**src/rtl/fetch_pkg.sv**
```systemverilog
// -----------------------------------------------------------------------------
// fetch_pkg
//   Shared definitions for the instruction fetch unit: default widths and the
//   prefetch buffer entry layout used by fetch_unit and fetch_buffer.
// -----------------------------------------------------------------------------
package fetch_pkg;

  localparam int unsigned XLEN_DEFAULT   = 32;
  localparam int unsigned PC_INC_DEFAULT = 1;

  // Width of the counter of responses still owed by memory for requests whose
  // entries were flushed. Several back-to-back redirects can stack up here.
  localparam int unsigned DISCARD_W = 8;

  typedef logic [XLEN_DEFAULT-1:0] xlen_t;

  // One prefetch slot: the instruction word, its PC and the sequential next PC
  // (pcincr4D in the decode stage), plus whether the response has arrived.
  typedef struct packed {
    xlen_t instr;
    xlen_t pc;
    xlen_t pcinc;
    logic  filled;
  } fetch_entry_t;

endpackage

```
**src/rtl/fetch_buffer.sv**
```systemverilog
// -----------------------------------------------------------------------------
// fetch_buffer
//   In-order prefetch queue of DEPTH entries. Entries are allocated at the
//   tail when a request issues, filled in allocation order as responses
//   return, and popped from the head once filled.
//
// Ports
//   clk, rst         clock, asynchronous active-high reset
//   alloc_i          allocate tail entry with alloc_pc_i / alloc_pcinc_i
//   fill_i           write fill_data_i into the oldest unfilled entry
//   pop_i            retire the head entry (must be filled)
//   flush_i          drop every entry and reset the pointers (wins over all)
//   head_o           head entry; all-zero when the head is not filled, so
//                    head_o.filled doubles as the decode valid
//   count_o          allocated entries
//   unfilled_o       allocated entries still waiting for a response
// -----------------------------------------------------------------------------
module fetch_buffer
  import fetch_pkg::*;
#(
  parameter int unsigned DEPTH = 4
) (
  input  logic                     clk,
  input  logic                     rst,
  input  logic                     alloc_i,
  input  xlen_t                    alloc_pc_i,
  input  xlen_t                    alloc_pcinc_i,
  input  logic                     fill_i,
  input  xlen_t                    fill_data_i,
  input  logic                     pop_i,
  input  logic                     flush_i,
  output fetch_entry_t             head_o,
  output logic [$clog2(DEPTH):0]   count_o,
  output logic [$clog2(DEPTH):0]   unfilled_o
);

  localparam int unsigned AW = $clog2(DEPTH);

  typedef logic [AW-1:0] ptr_t;
  typedef logic [AW:0]   cnt_t;

  ptr_t rd_ptr_q,   rd_ptr_d;
  ptr_t fill_ptr_q, fill_ptr_d;
  ptr_t wr_ptr_q,   wr_ptr_d;
  cnt_t count_q,    count_d;
  cnt_t filled_q,   filled_d;

  fetch_entry_t mem_q [DEPTH];

  // Pointers are AW bits wide and DEPTH is a power of two, so the +1 wraps
  // modulo DEPTH for free.
  always_comb begin
    // NOTE: every output of a combinational block gets a default first so no
    // path leaves it unassigned, which would infer a latch.
    rd_ptr_d   = rd_ptr_q;
    fill_ptr_d = fill_ptr_q;
    wr_ptr_d   = wr_ptr_q;
    count_d    = count_q;
    filled_d   = filled_q;
    if (flush_i) begin
      rd_ptr_d   = '0;
      fill_ptr_d = '0;
      wr_ptr_d   = '0;
      count_d    = '0;
      filled_d   = '0;
    end else begin
      if (alloc_i) wr_ptr_d   = wr_ptr_q   + ptr_t'(1);
      if (fill_i)  fill_ptr_d = fill_ptr_q + ptr_t'(1);
      if (pop_i)   rd_ptr_d   = rd_ptr_q   + ptr_t'(1);
      count_d  = count_q  + cnt_t'(alloc_i) - cnt_t'(pop_i);
      filled_d = filled_q + cnt_t'(fill_i)  - cnt_t'(pop_i);
    end
  end

  // NOTE: sequential state is written with non-blocking assignments so every
  // flop samples the pre-edge values regardless of statement order.
  always_ff @(posedge clk or posedge rst) begin
    if (rst) begin
      rd_ptr_q   <= '0;
      fill_ptr_q <= '0;
      wr_ptr_q   <= '0;
      count_q    <= '0;
      filled_q   <= '0;
    end else begin
      rd_ptr_q   <= rd_ptr_d;
      fill_ptr_q <= fill_ptr_d;
      wr_ptr_q   <= wr_ptr_d;
      count_q    <= count_d;
      filled_q   <= filled_d;
    end
  end

  // NOTE: the entry storage is deliberately not reset; an entry is only ever
  // observed while count_q says it is allocated, and allocation rewrites it.
  always_ff @(posedge clk) begin
    if (!flush_i) begin
      if (alloc_i) begin
        mem_q[wr_ptr_q] <= '{instr: '0, pc: alloc_pc_i, pcinc: alloc_pcinc_i, filled: 1'b0};
      end
      // The fill slot is always allocated and the tail slot never is, so these
      // two writes can not land on the same entry.
      if (fill_i) begin
        mem_q[fill_ptr_q].instr  <= fill_data_i;
        mem_q[fill_ptr_q].filled <= 1'b1;
      end
    end
  end

  always_comb begin
    head_o = '0;
    if (count_q != '0 && mem_q[rd_ptr_q].filled) head_o = mem_q[rd_ptr_q];
  end

  assign count_o    = count_q;
  assign unfilled_o = count_q - filled_q;

  always @(posedge clk) begin
    if (!rst && !flush_i) begin
      assert (!(alloc_i && count_q == cnt_t'(DEPTH)))
        else $error("fetch_buffer: allocate while full");
      assert (!(fill_i && count_q == filled_q))
        else $error("fetch_buffer: fill with no unfilled entry");
      assert (!(pop_i && !head_o.filled))
        else $error("fetch_buffer: pop of an unfilled head");
    end
  end

endmodule

```
**src/rtl/fetch_unit.sv**
```systemverilog
// -----------------------------------------------------------------------------
// fetch_unit
//   Instruction fetch front end with a DEPTH-entry prefetch buffer. Issues one
//   sequential request per cycle while a slot is free, accepts in-order memory
//   responses, hands filled entries to decode, and on a taken branch restarts
//   at the target while discarding responses to the abandoned requests.
//
// Ports
//   clk, rst                    clock, asynchronous active-high reset
//   redirect_i, redirect_pc_i   taken branch/jump from execute and its target
//   imem_req_o, imem_addr_o     fetch request and address (= pc_q)
//   imem_rvalid_i, imem_rdata_i in-order response, latency of one cycle or more
//   dec_valid_o, dec_ready_i    head entry handshake with decode
//   dec_instr_o, dec_pc_o,      head entry fields, zero while dec_valid_o = 0
//   dec_pcinc_o
// -----------------------------------------------------------------------------
module fetch_unit
  import fetch_pkg::*;
#(
  parameter int unsigned     XLEN     = XLEN_DEFAULT,
  parameter int unsigned     PC_INC   = PC_INC_DEFAULT,
  parameter logic [XLEN-1:0] RESET_PC = '0,
  parameter int unsigned     DEPTH    = 4
) (
  input  logic            clk,
  input  logic            rst,
  input  logic            redirect_i,
  input  logic [XLEN-1:0] redirect_pc_i,
  output logic            imem_req_o,
  output logic [XLEN-1:0] imem_addr_o,
  input  logic            imem_rvalid_i,
  input  logic [XLEN-1:0] imem_rdata_i,
  output logic            dec_valid_o,
  input  logic            dec_ready_i,
  output logic [XLEN-1:0] dec_instr_o,
  output logic [XLEN-1:0] dec_pc_o,
  output logic [XLEN-1:0] dec_pcinc_o
);

  localparam int unsigned     AW      = $clog2(DEPTH);
  localparam logic [XLEN-1:0] PC_STEP = XLEN'(PC_INC);

  // The entry layout lives in the shared package at its default width.
  if (XLEN != XLEN_DEFAULT) begin : g_xlen_check
    $error("fetch_unit: XLEN must match fetch_pkg::XLEN_DEFAULT");
  end
  if (DEPTH < 2 || (DEPTH & (DEPTH - 1)) != 0) begin : g_depth_check
    $error("fetch_unit: DEPTH must be a power of two and at least 2");
  end

  logic [XLEN-1:0]      pc_q, pc_d;
  logic [DISCARD_W-1:0] discard_q, discard_d;

  logic [AW:0]  count;
  logic [AW:0]  unfilled;
  fetch_entry_t head;

  logic full;
  logic issue;
  logic rsp_drop;
  logic rsp_fill;
  logic rsp_taken;
  logic pop;

  always_comb begin
    full = (count == (AW+1)'(DEPTH));

    // Count is registered, so a pop this cycle frees its slot only next cycle.
    issue = !rst && !full && !redirect_i;

    // Responses belong first to flushed requests (discard_q of them), then to
    // the oldest unfilled entry. rsp_taken is any response we can account for.
    rsp_drop  = imem_rvalid_i && (discard_q != '0);
    rsp_taken = imem_rvalid_i && ((discard_q != '0) || (unfilled != '0));
    rsp_fill  = imem_rvalid_i && (discard_q == '0) && (unfilled != '0) && !redirect_i;

    pop = head.filled && dec_ready_i && !redirect_i;

    pc_d = pc_q;
    if (redirect_i)  pc_d = redirect_pc_i;
    else if (issue)  pc_d = pc_q + PC_STEP;

    // On redirect every request still owed by memory becomes a discard: those
    // already being discarded plus the flushed unfilled entries, less the one
    // response consumed this very cycle.
    discard_d = discard_q;
    if (redirect_i) begin
      discard_d = discard_q + DISCARD_W'(unfilled) - DISCARD_W'(rsp_taken);
    end else if (rsp_drop) begin
      discard_d = discard_q - DISCARD_W'(1);
    end
  end

  always_ff @(posedge clk or posedge rst) begin
    if (rst) begin
      pc_q      <= RESET_PC;
      discard_q <= '0;
    end else begin
      pc_q      <= pc_d;
      discard_q <= discard_d;
    end
  end

  fetch_buffer #(
    .DEPTH (DEPTH)
  ) u_buffer (
    .clk           (clk),
    .rst           (rst),
    .alloc_i       (issue),
    .alloc_pc_i    (pc_q),
    .alloc_pcinc_i (pc_q + PC_STEP),
    .fill_i        (rsp_fill),
    .fill_data_i   (imem_rdata_i),
    .pop_i         (pop),
    .flush_i       (redirect_i),
    .head_o        (head),
    .count_o       (count),
    .unfilled_o    (unfilled)
  );

  assign imem_req_o  = issue;
  assign imem_addr_o = pc_q;

  // The buffer zeroes the head while it is not filled, and its count is reset
  // asynchronously, so these drop to zero as soon as rst rises.
  assign dec_valid_o = head.filled;
  assign dec_instr_o = head.instr;
  assign dec_pc_o    = head.pc;
  assign dec_pcinc_o = head.pcinc;

  always @(posedge clk) begin
    if (!rst) begin
      assert (!(imem_rvalid_i && !rsp_taken))
        else $error("fetch_unit: response with no outstanding request");
      assert (!(redirect_i && discard_d < discard_q && unfilled != '0))
        else $error("fetch_unit: discard counter overflow");
    end
  end

endmodule

```
**config.mk**
```make
export PLATFORM = sky130hd
export DESIGN_NAME = fetch_unit
export DESIGN_NICKNAME = d
export VERILOG_FILES = /design/src/rtl/fetch_pkg.sv /design/src/rtl/fetch_buffer.sv /design/src/rtl/fetch_unit.sv
export SDC_FILE = /design/constraint.sdc
export NUM_CORES = 1
export LEC_CHECK = 0
export BUFFER_PORTS_ARGS = -buffer_cell sky130_fd_sc_hd__buf_2
export CORE_ASPECT_RATIO = 1.2
export CORE_MARGIN = 2
export CORE_UTILIZATION = 59
export DETAILED_ROUTE_END_ITERATION = 8
export PLACE_DENSITY = 0.8
export SYNTH_ARGS = -nofsm -noshare
export SYNTH_HDL_FRONTEND = slang
export SYNTH_SLANG_ARGS = --single-unit
```
**constraint.sdc**
```tcl
create_clock -name clk -period 4 [get_ports clk]
set_input_delay 0.2 -clock clk [delete_from_list [all_inputs] [get_ports clk]]
set_output_delay 0.2 -clock clk [all_outputs]
set_load 0.01 [all_outputs]
```
==> results of run 1 <==
==> logic make-up (layout without fill, tap and decap cells) <==
| kind of cell | Yosys count | after routing | synth area share [%] |
|---|---|---|---|
| multiplexers | 103 | 103 | 11.5 |
| AND/OR/NAND/NOR | 398 | 398 | 12.0 |
| other | 0 | 4 | 0 |
| flip-flops | 440 | 440 | 66.0 |
| AO/OA/AOI/OAI | 64 | 64 | 1.96 |
| XOR/XNOR | 79 | 79 | 3.61 |
| buffers and inverters | 118 | 405 | 2.57 |
| adder cells (fa/ha/maj) | 35 | 35 | 2.39 |
==> metrics by stage <==
| step | cells | power (W) | util [%] | instance area, um2 |
|---|---|---|---|---|
| 2_1_floorplan | 1237 | 0.00636 | - | 19600 |
| 3_3_place_gp | 1794 | 0.00667 | 63.8 | 21000 |
| 3_5_place_dp | 1794 | 0.00674 | 63.8 | 21000 |
| 4_1_cts | 1936 | 0.0106 | 69.8 | 22900 |
| 5_1_grt | 1938 | 0.0109 | 69.8 | 22900 |
| 6_report | 1940 | 0.0105 | 69.8 | 23000 |
==> cells in the mapped netlist (3+ instances only) <==
master    count
nand3_2       3
nand2_1      58
nor4_4        4
buf_6         3
a21o_1        3
nor4_1        3
nand3_1      15
fa_1          4
inv_1        39
mux4_2       97
ha_1         31
and2_1       98
nand2b_1      4
o21ai_0      30
clkbuf_1     57
a21oi_1       6
dfxtp_1       4
and3_1      130
dfrtp_1      52
xnor2_1      52
a22o_1        3
buf_4         5
nand4_1      18
o21ai_1       9
buf_2         7
nor2_1       32
edfxtp_1    384
nor3_1       12
xor2_1       26
mux2i_1       6
buf_1         6
nor2b_1       3
==> state kept, by name, summed over array words and instances, names as in the netlist <==
name / count
discard_q: 8
u_buffer.filled_q: 3
u_buffer.fill_ptr_q: 2
u_buffer.mem_q: 388
u_buffer.wr_ptr_q: 2
u_buffer.rd_ptr_q: 2
imem_addr_o: 32
u_buffer.count_o: 3
==> worst reg2reg max path, cell delays in order (launching register included) <==
cell      delay (ns)
dfrtp_1         0.37
inv_1           0.07
ha_1            0.21
fa_1            0.37
xnor3_1         0.23
and3_1          0.25
o21bai_1        0.09
ha_1            0.27
inv_1           0.06
ha_1            0.17
inv_1           0.06
fa_1            0.37
nand2b_1        0.17
a21oi_1         0.22
a221oi_1        0.13
xnor2_1         0.15
mux2i_1         0.08
==> power by group <==
part           internal, W  leakage, nW  switching, W
Clock              0.00219        0.644       0.00164
Sequential         0.00527         4.15      0.000165
Combinational     0.000561         4.03      0.000710
Total              0.00802         8.82       0.00252
==> routing by layer <==
metal  share of wire (%)  vias up  global-route usage (%)  routed length, um
met3                 6.6       77                    4.00               2820
met2                  52      463                    43.4              22400
li1                    -     5190                       -                  -
met4                 2.9        2                    9.10               1230
met5               0.030        -                       0                 13
met1                  39     5885                    32.9              16600
==> repair_timing <==
action / 4_1_cts / 5_1_grt
hold buffers: 65 / 0
hold endpoints to repair: 162 / 0
gates resized for setup: 0 / 0
==> layout make-up <==
cell class                 instances  area share [%]
sequential                       440            56.3
timing repair buffer             289            8.28
tap                              412            2.25
multi-input combinational        679            26.8
inverter                          39           0.638
clock inverter                    16           0.583
clock buffer                      61            5.16
antenna                            4          0.0436
==> worst max-delay path by stage <==
stage	start	to	slack (ns)	cells past startpoint
after floorplan	u_buffer.count_o[0]	u_buffer.mem_q[0][65]	0.77	9
after global placement	u_buffer.count_o[0]	discard_q[6]	0.66	16
after detailed placement	u_buffer.count_o[0]	discard_q[6]	0.57	16
after global routing	u_buffer.count_o[0]	discard_q[6]	0.28	16
after CTS	u_buffer.count_o[0]	discard_q[6]	0.57	16
final	u_buffer.count_o[0]	discard_q[6]	0.58	16
==> impl_summary.txt, run 1 <==
----------------------------------------------------
[Status]
  Result of the run ... completed

[Power]
  Standby leakage power ... just under 9 nW
  Pwr/cell area ... roughly 460 mW/mm2
  Peak supply drop ... 425 uV

[Detailed routing]
  Total wire length after detailed routing ... 43000 um
  DRC violation total after the first TritonRoute iteration ... 922
  # DRC ... 0
  Via count of the routed design ... around 12000
  Via density ... around 6.0
  Antenna Nets Post-Route ... 0
  Average wire per standard cell ... 22.2 um
  Count of TritonRoute iterations in the first routing pass ... 5

[Logic synthesis]
  Share of the synthesized area in the top cell type ... 59.0%
  Post-synthesis instance area ... 0.0196 mm2
  Mean instance size in the synthesized netlist ... approximately 16 um2
  Yosys warns ... 0
  Cell count after synthesis ... around 1200
  Number of flops mapped to enable cells by yosys ... 384
  Library cell occupying the most area in the post-synthesis netlist ... edfxtp_1
  FF+latch count, synth ... 440
  Net Count, Synth ... approximately 1300
  Distinct cells, synth ... 57
  Fraction of registers with async set/reset ... a little under an eighth
  Portion of the post-synthesis area used by sequential elements ... around 66%
  Top cells by area, synth ... edfxtp_1 (59%), mux4_2 (11%), dfrtp_1 (6.7%)
  Top_reg_cell synth ... edfxtp_1

[Timing]
  Count of final setup violators ... 0
  Post-route clock skew ... 0.0101 ns
  Final critical-path share of the clock period ... between 80 and 90%
  Final setup margin ... ~0.58 ns
  Unrepaired setup endpoints after global routing ... false
  Total count of max-transition violations in the final report ... 0
  Headroom to the max-slew limit ... between 30% and 40%
  Achievable Freq ... slightly below 0.3 GHz
  Slew @ Worst Pin ... ~0.95 ns
  Worst slack on hold paths ... between 0.02 and 0.03 ns
  Final total negative setup slack ... 0 ns
  Final critical delay including setup and external delays ... ~3.4 ns
  Hold Fails Final Rpt ... 0

[Critical path]
  Critical path class ... flip-flop to flip-flop
  R2R Path End ... discard_q[6]
  Slowest stage cell, crit path ... dfrtp_1
  Maximum net fanout on the critical path ... 3
  Crit path required time ... 4.41 ns
  Critical path buffer and inverter count ... 3
  Number of cells on the worst reg-to-reg path ... 16
  Critical Path AT ... ~3.8 ns
  CP Cell Sequence ... inv_1 > ha_1 > fa_1 > xnor3_1 > and3_1 > o21bai_1 > ha_1 > inv_1 > ha_1 > inv_1 > fa_1 > nand2b_1 > a21oi_1 > a221oi_1 > xnor2_1 > mux2i_1
  Setup slack on the worst flop-to-flop path ... between 0.5 and 0.6 ns
  Origin of the critical flop-to-flop path ... u_buffer.count_o[0]
  Cell family contributing the most delay on the critical path ... adder cells
  Startpoint class of the critical path ... flip-flop
  Category of the worst setup path capture point ... flip-flop
  Delay of the slowest critical-path stage ... 0.37 ns

[Clocking]
  Root buffer selected by CTS ... clkbuf_16
  H-tree level count ... 2
  Maximum number of buffers from clock root to sink ... 3
  Insertion delay to the later sink of the worst-skew pair ... ~0.54 ns
  Total clock sinks ... 440
  Count of buffers added by post-CTS timing repair for setup ... 0
  TritonCTS clock tree ... done
  Total CTS buffers ... between 40 and 50
  Clock transition at the register clock pins on the worst setup and hold paths after CTS ... approximately 0.06 ns

[Placement]
  Worst slack at placement ... 0.571 ns
  Port buffer count ... between 150 and 200
  Detailed placer's ending HPWL ... 24400 um
  Routability congestion estimate ... 0.786

[Global route]
  Number of antenna violations at the first check in global routing ... 3
  Via count of the first global-routing pass ... approximately 12000
  Largest net degree at the start of global routing ... 99
  Wire length of the first global-routing pass ... ~67000 um
  Remaining Overflow, GRT ... 0
  Tot GR Track Use ... 25.3%

[Die]
  I/O pins ... 199
  Area of the core region ... roughly 0.033 mm2
  Overall die area ... approximately 0.035 mm2
  Number of placement rows ... between 70 and 80
  Starting density of the core ... between 50% and 60%
  Height of the chip ... between 200 and 250 um
  Die width ... between 150 and 200 um

[Min path]
  End point of the most critical hold path ... u_buffer.rd_ptr_q[0]
  Hold/Removal Path Class ... input port to flip-flop
  Hold Path Stages ... 4
  Min-Delay Startpoint ... dec_ready_i

[Layout]
  Area Growth Syn to Fin ... 17.4%
  Filler cells ... roughly 2100
  Storage cell area ... between 0.01 and 0.015 mm2
  Most used cells in the layout excluding fill and tap cells ... edfxtp_1 (384), buf_2 (198), and3_1 (130), and2_1 (98), mux4_2 (97)
  Fraction of layout instances using a drive strength above 1 ... a little over a quarter
  Most common cell after layout, fill and taps aside ... edfxtp_1
  Combined area of the multi-input logic cells ... between 0.006 and 0.007 mm2
  Number of nets in the layout ... 1595

[Job]
  Max-capacitance violation count ... 0

----------------------------------------------------
No activity file was read; power rests on OpenSTA's default activity.
==> run 2, diff against run 1 <==
Settings changed: RECOVER_POWER set to 100.
==> impl_summary.txt, run 2 (synthesis gave the netlist of run 1 again) <==
----------------------------------------------------
[Critical path]
  Category of the worst setup path capture point ... output port
  Critical path class ... flip-flop to output port
  Slowest stage cell, crit path ... clkbuf_2
  Crit path required time ... 3.80 ns (-0.61 ns)
  Cell family contributing the most delay on the critical path ... buffers and inverters
  CP Cell Sequence ... mux4_2 > o31a_2 > clkbuf_2 > and2_1 > buf_2
  Number of cells on the worst reg-to-reg path ... 6 (-10)
  Critical path buffer and inverter count ... 2 (-1)
  Origin of the critical flop-to-flop path ... u_buffer.count_o[1]
  Critical Path AT ... 3.43 ns (-0.40 ns)
  Startpoint class of the critical path ... flip-flop
  Delay of the slowest critical-path stage ... 1.35 ns (+0.98 ns)
  Maximum net fanout on the critical path ... 98 (+95)
  Setup slack on the worst flop-to-flop path ... 0.44 ns (-0.14 ns)
  R2R Path End ... u_buffer.mem_q[3][26]

[Clocking]
  H-tree level count ... 2 (unchanged)
  Total CTS buffers ... 42 (unchanged)
  Clock transition at the register clock pins on the worst setup and hold paths after CTS ... 0.06 ns (about the same)
  Maximum number of buffers from clock root to sink ... 3 (unchanged)
  TritonCTS clock tree ... done
  Total clock sinks ... 440 (unchanged)
  Insertion delay to the later sink of the worst-skew pair ... 0.54 ns (about the same)
  Root buffer selected by CTS ... clkbuf_16
  Number of resized instances in the post-cts repair step ... 0 (unchanged)

[Timing]
  Total count of max-transition violations in the final report ... 192 (+192)
  Slew @ Worst Pin ... 1.99 ns (+1.04 ns)
  Count of final setup violators ... 0 (unchanged)
  Achievable Freq ... 0.276 GHz (-5.7%)
  Final critical delay including setup and external delays ... 3.63 ns (+0.209 ns)
  Hold Fails Final Rpt ... 0 (unchanged)
  Worst slack on hold paths ... 0.0272 ns (+0.00201 ns)
  Final setup margin ... 0.373 ns (-0.209 ns)
  Headroom to the max-slew limit ... -32.9% (-69 points)
  Final total negative setup slack ... 0 ns (unchanged)
  Post-route clock skew ... 0.00938 ns (-0.000718 ns)
  Unrepaired setup endpoints after global routing ... false
  Final critical-path share of the clock period ... 90.7% (+5.2 points)

[Min path]
  Min-Delay Startpoint ... dec_ready_i
  Hold Path Stages ... 4 (unchanged)
  Hold/Removal Path Class ... input port to flip-flop
  End point of the most critical hold path ... u_buffer.rd_ptr_q[0]

[Status]
  Violated checks ... capacitance limit, slew limit
  Result of the run ... finished, violations left

[Die]
  Area of the core region ... 0.0329 mm2 (unchanged)
  I/O pins ... 199 (unchanged)
  Height of the chip ... 203 um (unchanged)
  Number of placement rows ... 73 (unchanged)
  Starting density of the core ... 59.5% (unchanged)
  Die width ... 170 um (unchanged)
  Overall die area ... 0.0346 mm2 (unchanged)

[Global route]
  Via count of the first global-routing pass ... 12000 (unchanged)
  Remaining Overflow, GRT ... 0 (unchanged)
  Largest net degree at the start of global routing ... 99 (unchanged)
  Tot GR Track Use ... 25.3% (unchanged)
  Wire length of the first global-routing pass ... 66900 um (unchanged)
  Number of antenna violations at the first check in global routing ... 3 (unchanged)

[Layout]
  Biggest register ... u_buffer.mem_q
  Filler cells ... 2145 (+2.6%)
  Max reg flops ... 388 (unchanged)
  Area Growth Syn to Fin ... 16.2%
  Most used cells in the layout excluding fill and tap cells ... edfxtp_1 (384), buf_2 (133), and3_1 (130), mux4_2 (97), clkbuf_1 (85)
  Number of nets in the layout ... 1595 (unchanged)
  Fraction of layout instances using a drive strength above 1 ... 21.3% (-5.2 points)
  Most common cell after layout, fill and taps aside ... edfxtp_1

[Placement]
  Worst slack at placement ... 0.571 ns (unchanged)
  Detailed placer's ending HPWL ... 24400 um (unchanged)
  Routability congestion estimate ... 0.786 (unchanged)
  Port buffer count ... 198 (unchanged)

[Detailed routing]
  Count of TritonRoute iterations in the first routing pass ... 5 (unchanged)
  Via density ... 5.98 (-0.10%)
  Via count of the routed design ... 11600 (-0.10%)
  Average wire per standard cell ... 22.2 um (+0.16%)
  DRC violation total after the first TritonRoute iteration ... 926 (+0.43%)
  Total wire length after detailed routing ... 43100 um (+0.16%)
  # DRC ... 0 (unchanged)
  Antenna Nets Post-Route ... 0 (unchanged)

[Power]
  Peak supply drop ... 428 uV (+0.68%)
  Pwr/cell area ... 463 mW/mm2 (+0.86%)
  Standby leakage power ... 8.50 nW (-3.6%)

[Job]
  Max-capacitance violation count ... 3 (+3)

----------------------------------------------------
-- run 2: per-stage QoR --
step,utilization (%),instances,area (um2),total power [W]
2_1_floorplan,-,1237,19600,0.00636
3_3_place_gp,63.8,1794,21000,0.00667
3_5_place_dp,63.8,1794,21000,0.00674
4_1_cts,69.8,1936,22900,0.0106
5_1_grt,69.1,1938,22700,0.0109
6_report,69.1,1940,22700,0.0105
-- run 2: worst max-delay path by stage --
stage                         startpoint               endpoint  slack, ns  cells after the start
finish              u_buffer.rd_ptr_q[0]         dec_instr_o[1]       0.37                      5
floorplan            u_buffer.count_o[0]  u_buffer.mem_q[0][65]       0.77                      9
CTS                  u_buffer.count_o[0]           discard_q[6]       0.57                     16
global route        u_buffer.rd_ptr_q[0]         dec_pcinc_o[1]       0.14                      5
global placement     u_buffer.count_o[0]           discard_q[6]       0.66                     16
detailed placement   u_buffer.count_o[0]           discard_q[6]       0.57                     16
-- run 2: metal layers --
layer  vias to the layer above  GRT usage (%)  wire, um
li1                       5200              -         -
met1                      5891           32.9     16800
met2                       441           43.4     22300
met3                        71           4.00      2860
met4                         2           9.10      1140
met5                         -              0        13
-- run 2: worst reg2reg max path, cell delays in order, from the launching register on --
cell,delay [ns]
dfrtp_1,0.42
nor2_1,0.12
a21o_1,0.20
nor2_1,0.41
nand2_1,0.19
inv_1,1.04
clkbuf_4,0.78
-- run 2: what timing repair did --
action                                  4_1_cts  5_1_grt
endpoints found under the hold margin       162        0
setup buffers                                 0        0
hold buffers                                 65        0
endpoints found under the setup margin        0        0
-- run 2: area by class of cell --
class | instances | area [um2] | share of cell area [%]
inverters | 39 | 146 | 0.644
clock inverters | 16 | 134 | 0.589
flip-flops and latches | 440 | 12900 | 56.8
multi-input cells | 679 | 6090 | 26.8
repair buffers | 289 | 1730 | 7.60
well taps | 412 | 515 | 2.27
clock buffers | 61 | 1180 | 5.21
diodes | 4 | 10.0 | 0.0440
-- run 2: power breakdown --
| group | total, W | leakage, nW | switching [W] | internal [W] |
|---|---|---|---|---|
| registers | 0.00544 | 4.15 | 0.000166 | 0.00528 |
| logic | 0.00125 | 3.71 | 0.000705 | 0.000542 |
| clock network | 0.00384 | 0.644 | 0.00165 | 0.00219 |
| total | 0.0105 | 8.50 | 0.00252 | 0.00801 |
